`src/rtl/uart_rx_oversampled.sv`:
```
// uart_rx_oversampled
//   8N1 (parameterizable data width) UART receiver driven by an
//   OVERSAMPLE-per-bit tick. The start bit is validated at its centre.
//   Data bits are sampled one full bit period apart after that, so each
//   sample also lands near a bit centre.
//
//   Ports:
//     clk        system clock, posedge
//     rst_n      async active-low reset
//     rx_en      oversample tick (one clk wide, OVERSAMPLE per bit)
//     rx         async serial line, idle high
//     rdy_clr    host consumed data; clears ready/overrun/frame_err
//     data       last correctly framed byte
//     ready      data holds an unconsumed byte
//     frame_err  last stop bit was sampled low
//     overrun    a byte completed while ready was still set
//     busy       FSM not in IDLE
//
//   DATA_BITS must be >= 2. OVERSAMPLE must be a power of two, >= 8.
module uart_rx_oversampled #(
  parameter int DATA_BITS  = 8,
  parameter int OVERSAMPLE = 16
) (
  input  logic                 clk,
  input  logic                 rst_n,
  input  logic                 rx_en,
  input  logic                 rx,
  input  logic                 rdy_clr,
  output logic [DATA_BITS-1:0] data,
  output logic                 ready,
  output logic                 frame_err,
  output logic                 overrun,
  output logic                 busy
);
  localparam int SW = $clog2(OVERSAMPLE);
  localparam int BW = (DATA_BITS > 1) ? $clog2(DATA_BITS) : 1;
  localparam logic [SW-1:0] MID      = SW'(OVERSAMPLE/2 - 1);
  localparam logic [SW-1:0] LAST     = SW'(OVERSAMPLE - 1);
  localparam logic [BW-1:0] LAST_BIT = BW'(DATA_BITS - 1);

  typedef enum logic [2:0] {S_IDLE, S_START, S_DATA, S_STOP, S_BREAK} state_t;

  state_t               state_q, state_d;
  logic [SW-1:0]        cnt_q, cnt_d;
  logic [BW-1:0]        idx_q, idx_d;
  logic [DATA_BITS-1:0] sh_q, sh_d;
  logic [DATA_BITS-1:0] data_d;
  logic                 ready_d, fe_d, ov_d;
  logic                 rx_m, rx_s;

  // Two-flop synchronizer. It resets to the idle level, so leaving reset
  // never looks like a start bit.
  always_ff @(posedge clk or negedge rst_n) begin
    if (!rst_n) begin
      rx_m <= 1'b1;
      rx_s <= 1'b1;
    end else begin
      rx_m <= rx;
      rx_s <= rx_m;
    end
  end

  always_ff @(posedge clk or negedge rst_n) begin
    if (!rst_n) begin
      state_q   <= S_IDLE;
      cnt_q     <= '0;
      idx_q     <= '0;
      sh_q      <= '0;
      data      <= '0;
      ready     <= 1'b0;
      frame_err <= 1'b0;
      overrun   <= 1'b0;
    end else begin
      state_q   <= state_d;
      cnt_q     <= cnt_d;
      idx_q     <= idx_d;
      sh_q      <= sh_d;
      data      <= data_d;
      ready     <= ready_d;
      frame_err <= fe_d;
      overrun   <= ov_d;
    end
  end

  always_comb begin
    state_d = state_q;
    cnt_d   = cnt_q;
    idx_d   = idx_q;
    sh_d    = sh_q;
    data_d  = data;
    ready_d = ready;
    fe_d    = frame_err;
    ov_d    = overrun;

    // Host clear goes first so a coincident frame completion below overrides it.
    if (rdy_clr) begin
      ready_d = 1'b0;
      ov_d    = 1'b0;
      fe_d    = 1'b0;
    end

    if (rx_en) begin
      unique case (state_q)
        S_IDLE: begin
          if (!rx_s) begin
            state_d = S_START;
            cnt_d   = '0;
          end
        end
        S_START: begin
          if (cnt_q != MID) begin
            cnt_d = cnt_q + 1'b1;
          end else if (!rx_s) begin
            state_d = S_DATA;
            cnt_d   = '0;
            idx_d   = '0;
          end else begin
            state_d = S_IDLE;  // glitch, not a real start bit
          end
        end
        S_DATA: begin
          if (cnt_q != LAST) begin
            cnt_d = cnt_q + 1'b1;
          end else begin
            sh_d  = {rx_s, sh_q[DATA_BITS-1:1]};  // LSB arrives first
            cnt_d = '0;
            if (idx_q == LAST_BIT) state_d = S_STOP;
            else                   idx_d   = idx_q + 1'b1;
          end
        end
        S_STOP: begin
          if (cnt_q != LAST) begin
            cnt_d = cnt_q + 1'b1;
          end else if (rx_s) begin
            data_d  = sh_q;
            ready_d = 1'b1;
            fe_d    = 1'b0;
            // A clear in the same cycle means the old byte was consumed.
            ov_d    = ready & ~rdy_clr;
            state_d = S_IDLE;
          end else begin
            fe_d    = 1'b1;
            state_d = S_BREAK;
          end
        end
        S_BREAK: begin
          // Wait for the line to go idle so a held-low line is one error.
          if (rx_s) state_d = S_IDLE;
        end
        default: state_d = S_IDLE;
      endcase
    end
  end

  assign busy = (state_q != S_IDLE);

endmodule

```
`config.mk`:
```
export PLATFORM = sky130hd
export DESIGN_NAME = uart_rx_oversampled
export DESIGN_NICKNAME = d
export VERILOG_FILES = /design/src/rtl/uart_rx_oversampled.sv
export SDC_FILE = /design/constraint.sdc
export NUM_CORES = 1
export LEC_CHECK = 0
export ABC_AREA = 1
export CELL_PAD_IN_SITES_DETAIL_PLACEMENT = 2
export CELL_PAD_IN_SITES_GLOBAL_PLACEMENT = 2
export CORE_MARGIN = 10
export CORE_UTILIZATION = 33
export DETAILED_ROUTE_END_ITERATION = 10
export GPL_TIMING_DRIVEN = 0
export PLACE_DENSITY = 0.89
export SLEW_MARGIN = 20
export SYNTH_ARGS = -nofsm -noshare
export SYNTH_HDL_FRONTEND = slang
export SYNTH_SLANG_ARGS = --single-unit
```
`constraint.sdc`:
```
create_clock -name clk -period 1.7 [get_ports clk]
set_input_delay 0.425 -clock clk [delete_from_list [all_inputs] [get_ports clk]]
set_output_delay 0.425 -clock clk [all_outputs]
set_load 0.05 [all_outputs]
```
* Word level (Yosys, flattened, before mapping)
Cells that the tools add are included.
** Storage, ports and cells
- Memories :: 0
- Logic and storage cells :: 74
- Latch bits :: 0
- RAM bits :: 0
- Bits in read-only memories :: 0
- Bits in registers :: 31
** Operators by class
- Bitwise logic cells :: 3
- Reduce and logical (&&, ||, !) cells :: 9
- Multiplexer cells :: 34
- Eq/ne operators :: 16
- Add/sub/neg operators :: 2
- $lt $le $gt $ge :: 0
- Shift operators :: 0
- Div/mod/pow operators :: 0
- $mul :: 0
** Operators with widths (count)
- 3-bit 2-to-1 mux :: 11
- 2-bit inequality test (second input constant) :: 9
- 4-bit 2-to-1 mux :: 4
- 4-bit one-hot mux with 4 select lines :: 1
- 1-bit 2-to-1 mux :: 15
- 3-bit one-hot mux with 5 select lines :: 1
- 7-bit AND reduction :: 1
- 3-bit by 2-bit == test with 1-bit output (second input constant) :: 2
- 3-bit == test (second input constant) :: 2
- 3-bit one-hot mux with 2 select lines :: 1
- 3-bit AND reduction :: 2
- 6-bit AND reduction :: 1
- 4-bit by 1-bit adder with 4-bit output (second input constant) :: 1
- 4-bit by 3-bit inequality test with 1-bit output (second input constant) :: 1
- 4-bit inequality test (second input constant) :: 1
- 4-bit AND reduction :: 1
- 4-bit nonzero test :: 1
- 3-bit by 1-bit adder with 3-bit output (second input constant) :: 1
- 3-bit by 1-bit == test with 1-bit output (second input constant) :: 1
- 3-bit zero test :: 1
- 3-bit nonzero test :: 1
- 2-bit 2-to-1 mux :: 1
- 1-bit NOT :: 2
- 2-bit nonzero test :: 1
- 1-bit bitwise AND :: 1

* Longest topological paths before layout
- Depth in word-level cells :: 6
- Mapped depth :: 9

* Least setup slack after synthesis
OpenSTA, ideal clock, no wires.
- Kind :: register -> output
- From :: register state_q[0]
- To :: output port busy
- Stages on the path, launching flop included :: 4
- Setup slack :: 0.283 ns
- Data arrival time :: 0.992 ns
- Cells stage by stage :: dfrtp_1 > buf_4 > nor2_1 > nand2_1
** Between the ends
- Word-level cells in the longest chain between the ends :: 1
** RTL lines
- from (decl) :: line 43 : state_t state_q, state_d;
- from (signal assigned) :: line 74 : state_q <= state_d;
- 3-bit nonzero test :: line 155 : assign busy = (state_q != S_IDLE);
- to (decl) :: line 33 : output logic busy
No other way between the ends.

* Worst setup path in the final report
Same ends and word-level chain as after synthesis.

==> qor.yml <==
status: "finished, final reports clean"
synthesis.instances: 189
finish.instance_area_um2: 1890
grt_pass1_wl_mm: 7.60
switching_power_w: 0.00104
r2r_slack_ns: 0.21
insertion_delay_ns: 0.29
dp_hpwl_mm: 3.19
ys_types: 25
slew_headroom: 0.659
clockRootBuffer: "clkbuf_8"
finalNetCount: 222
rsz0062_at_grt: "false"
setup_viol: 0
ant_nets: 0
synthTopCellsByCount: "54 x nand2_1, 29 x dfrtp_1, 22 x nor2_1"
hold_path_class: "flop to flop"
pwr-share-seq: 0.382
wl_mm: 4.26
cp.depth: 4
ys_seq_elements: 31
power.internal_w: 0.00145
path_class: "flop to primary output"
r2r_cells: 9
avgSynthCellArea_um2: 8.24
drtPass1Iterations: 4
dpl-instance-area_um2: 1800
holdWs_ns: 0.360
pwr-share-clk: 0.244
async_reset_ff_frac: 1.00
yosys_warnings: 0
path_delay_family: "flip-flops"
cts_tree: "built"
coreArea_um2: 4470
grt_usage: 0.125
cts-buffers-inserted: 5
die_w_um: 88.7
ys.flop_type: "dfrtp_1"
vias_per_cell: 4.94
cts.sinks: 31
drt-initial-drc-count: 33
netlist_area_um2: 1560
arrival_ns: 1.20
wl_per_cell_um: 16.0
min_period_ns: 1.62
synth.most_common_cell: "nand2_1"
area.sequential_um2: 781
p_sw_frac: 0.417
worst_slew_pin_slew_ns: 0.513
worstPathCellList: "buf_4 -> nor2_4 -> nand2_1 -> buf_4"
drive_gt1_frac: 0.181
start_kind: "flop"
fin_skew_ns: 0.00705
diodes: 0
synth_top_area_frac: 0.466
clk_pin_slew_ns: 0.07
r2r_end: "state_q[1]$_DFFE_PN0P_"
h-tree-depth: 2
vias: 1319
p_total_w: 0.00249
path_buf_inv: 2
yosys-top-cells-area: "dfrtp_1 47%, nand2_1 13%, nand3_1 5.5%, nor2_1 5.3%, inv_1 4.6%"
cellLeakagePower_nw: 0.948
num_rows: 24
initial_core_util: 0.348
multi_input_area_um2: 678
clock.fmax_ghz: 0.616
syn_to_final_growth_pct: 21.5
comb_power_share: 0.374
grt_pass1_vias: 1556
irDropWorstVdd_mv: 0.517
die_h_um: 88.7
antenna_found_initial: 0
critPathLaunch: "state_q[0]$_DFFE_PN0P_"
grt-ovfl-total: 0
grt_max_degree: 27
synth_nets: 197
report.final.slew_viol_count: 0
place_congestion: 0.795
ys_seq_area_frac: 0.500
synth_edf_count: 0
crit_required_ns: 1.27
nFillCells: 526
crit_end: "busy"
r2r_start: "cnt_q[0]$_DFFE_PN0P_"
crit_fanout: 9
fp.dieArea_um2: 7860
hold_viol: 0
cp-end-kind: "primary output"
drv_cap: 0
drc_errors: 0
io_pins: 17
crit_path_max_incr_delay_ns: 0.36
period_share: 0.955
power_density_nw_per_um2: 1320
cp_common_cell: "buf_4"
portBuffers: 16
yosysTopAreaCell: "dfrtp_1"
crit_path_top_delay_cell: "dfrtp_1"
clk_path_buf_depth: 2
==> cell type report <==
class                      instances  share of cell area
clock buffer                       7              0.0456
tap                               52              0.0344
multi-input combinational        133               0.358
inverter                          21              0.0417
buffer                             4              0.0152
sequential                        31               0.413
timing repair buffer              18              0.0893
clock inverter                     1             0.00265
==> stage by stage <==
| step | setup TNS (ns) | std cells | setup WS [ns] | util |
|---|---|---|---|---|
| after floorplan | 0 | 189 | 0.283 | - |
| after global routing | 0 | 267 | 0.00971 | 0.423 |
| after global placement | -14.75 | 257 | -0.467 | 0.398 |
| after CTS | -0.139 | 267 | -0.139 | 0.422 |
| final | 0 | 267 | 0.0763 | 0.423 |
| after detailed placement | -1.31 | 258 | -0.262 | 0.402 |
==> worst reg2reg max path, delay by kind of cell (launching register included) <==
| family | cells | cell delay (ns) |
|---|---|---|
| adders and majority gates | 1 | 0.26 |
| and+or+nand+nor | 7 | 0.71 |
| DFF | 1 | 0.38 |
| buffers and inverters | 1 | 0.08 |
==> power by group through the flow <==
stage	registers [W]	clock network [W]	logic, W
2_1_floorplan	0.000924	0	0.000684
3_3_place_gp	0.000949	0	0.000886
3_5_place_dp	0.000955	0	0.000927
4_1_cts	0.000944	0.000637	0.000938
5_1_grt	0.000975	0.000665	0.00106
6_report	0.000950	0.000607	0.000932
==> cell families (layout without fill, tap and decap cells) <==
logic type / Yosys count / count (layout) / synth area share
buf+inv: 25 / 51 / 0.0691
xor+xnor: 1 / 1 / 0.00563
fa+ha+maj: 3 / 3 / 0.0241
flops: 31 / 31 / 0.500
simple gates: 108 / 108 / 0.315
compound gates: 21 / 21 / 0.0860
==> cells in the final DEF (no fill, tap or decap) <==
master	count
a21boi_1	1
a21oi_1	1
a21oi_2	1
buf_12	1
buf_2	3
buf_4	2
buf_6	1
clkbuf_1	1
clkbuf_8	6
clkdlybuf4s50_1	3
clkinv_2	1
dfrtp_1	27
dfrtp_2	2
dfstp_2	2
dlygate4sd2_1	11
dlygate4sd3_1	1
ha_1	3
inv_1	19
inv_2	2
nand2_1	54
nand2_2	4
nand3_1	17
nand3_2	1
nand3_4	1
nand3b_1	1
nand4_1	3
nor2_1	21
nor2_2	3
nor2_4	3
o21ai_0	1
o21ai_1	11
o21ai_2	6
xor2_1	1
==> worst min-delay path by stage <==
| stage | startpoint | to | cells after the start |
|---|---|---|---|
| 3_5_place_dp | rst_n | idx_q[2]$_DFFE_PN0P_ | 1 |
| 2_1_floorplan | rst_n | cnt_q[0]$_DFFE_PN0P_ | 0 |
| 3_3_place_gp | rx_m$_DFF_PN1_ | rx_s$_DFF_PN1_ | 0 |
| 5_1_grt | rx_m$_DFF_PN1_ | rx_s$_DFF_PN1_ | 0 |
| 6_report | rx_m$_DFF_PN1_ | rx_s$_DFF_PN1_ | 0 |
| 4_1_cts | rx_m$_DFF_PN1_ | rx_s$_DFF_PN1_ | 0 |
==> state kept, by name, summed over array words and instances (netlist names) <==
| signal | flops |
|---|---|
| sh_q | 8 |
| ready | 1 |
| rx_s | 1 |
| cnt_q | 4 |
| idx_q | 3 |
| state_q | 3 |
| rx_m | 1 |
| overrun | 1 |
| frame_err | 1 |
| data | 8 |
==> routing by layer <==
layer / share of wire / vias to the layer above / global-route usage
li1: - / 648 / -
met1: 0.44 / 652 / 0.144
met2: 0.51 / 13 / 0.209
met3: 0.031 / 6 / 0.0322
met4: 0.021 / 0 / 0.0617
met5: 0 / - / 0
==> what timing repair did <==
action	in CTS	in global routing
hold buffers	1	0
setup buffers	0	0
endpoints found under the setup margin	12	1
resized for setup	15	7
hold endpoints to repair	5	0
(Power assumes the default switching activity.)
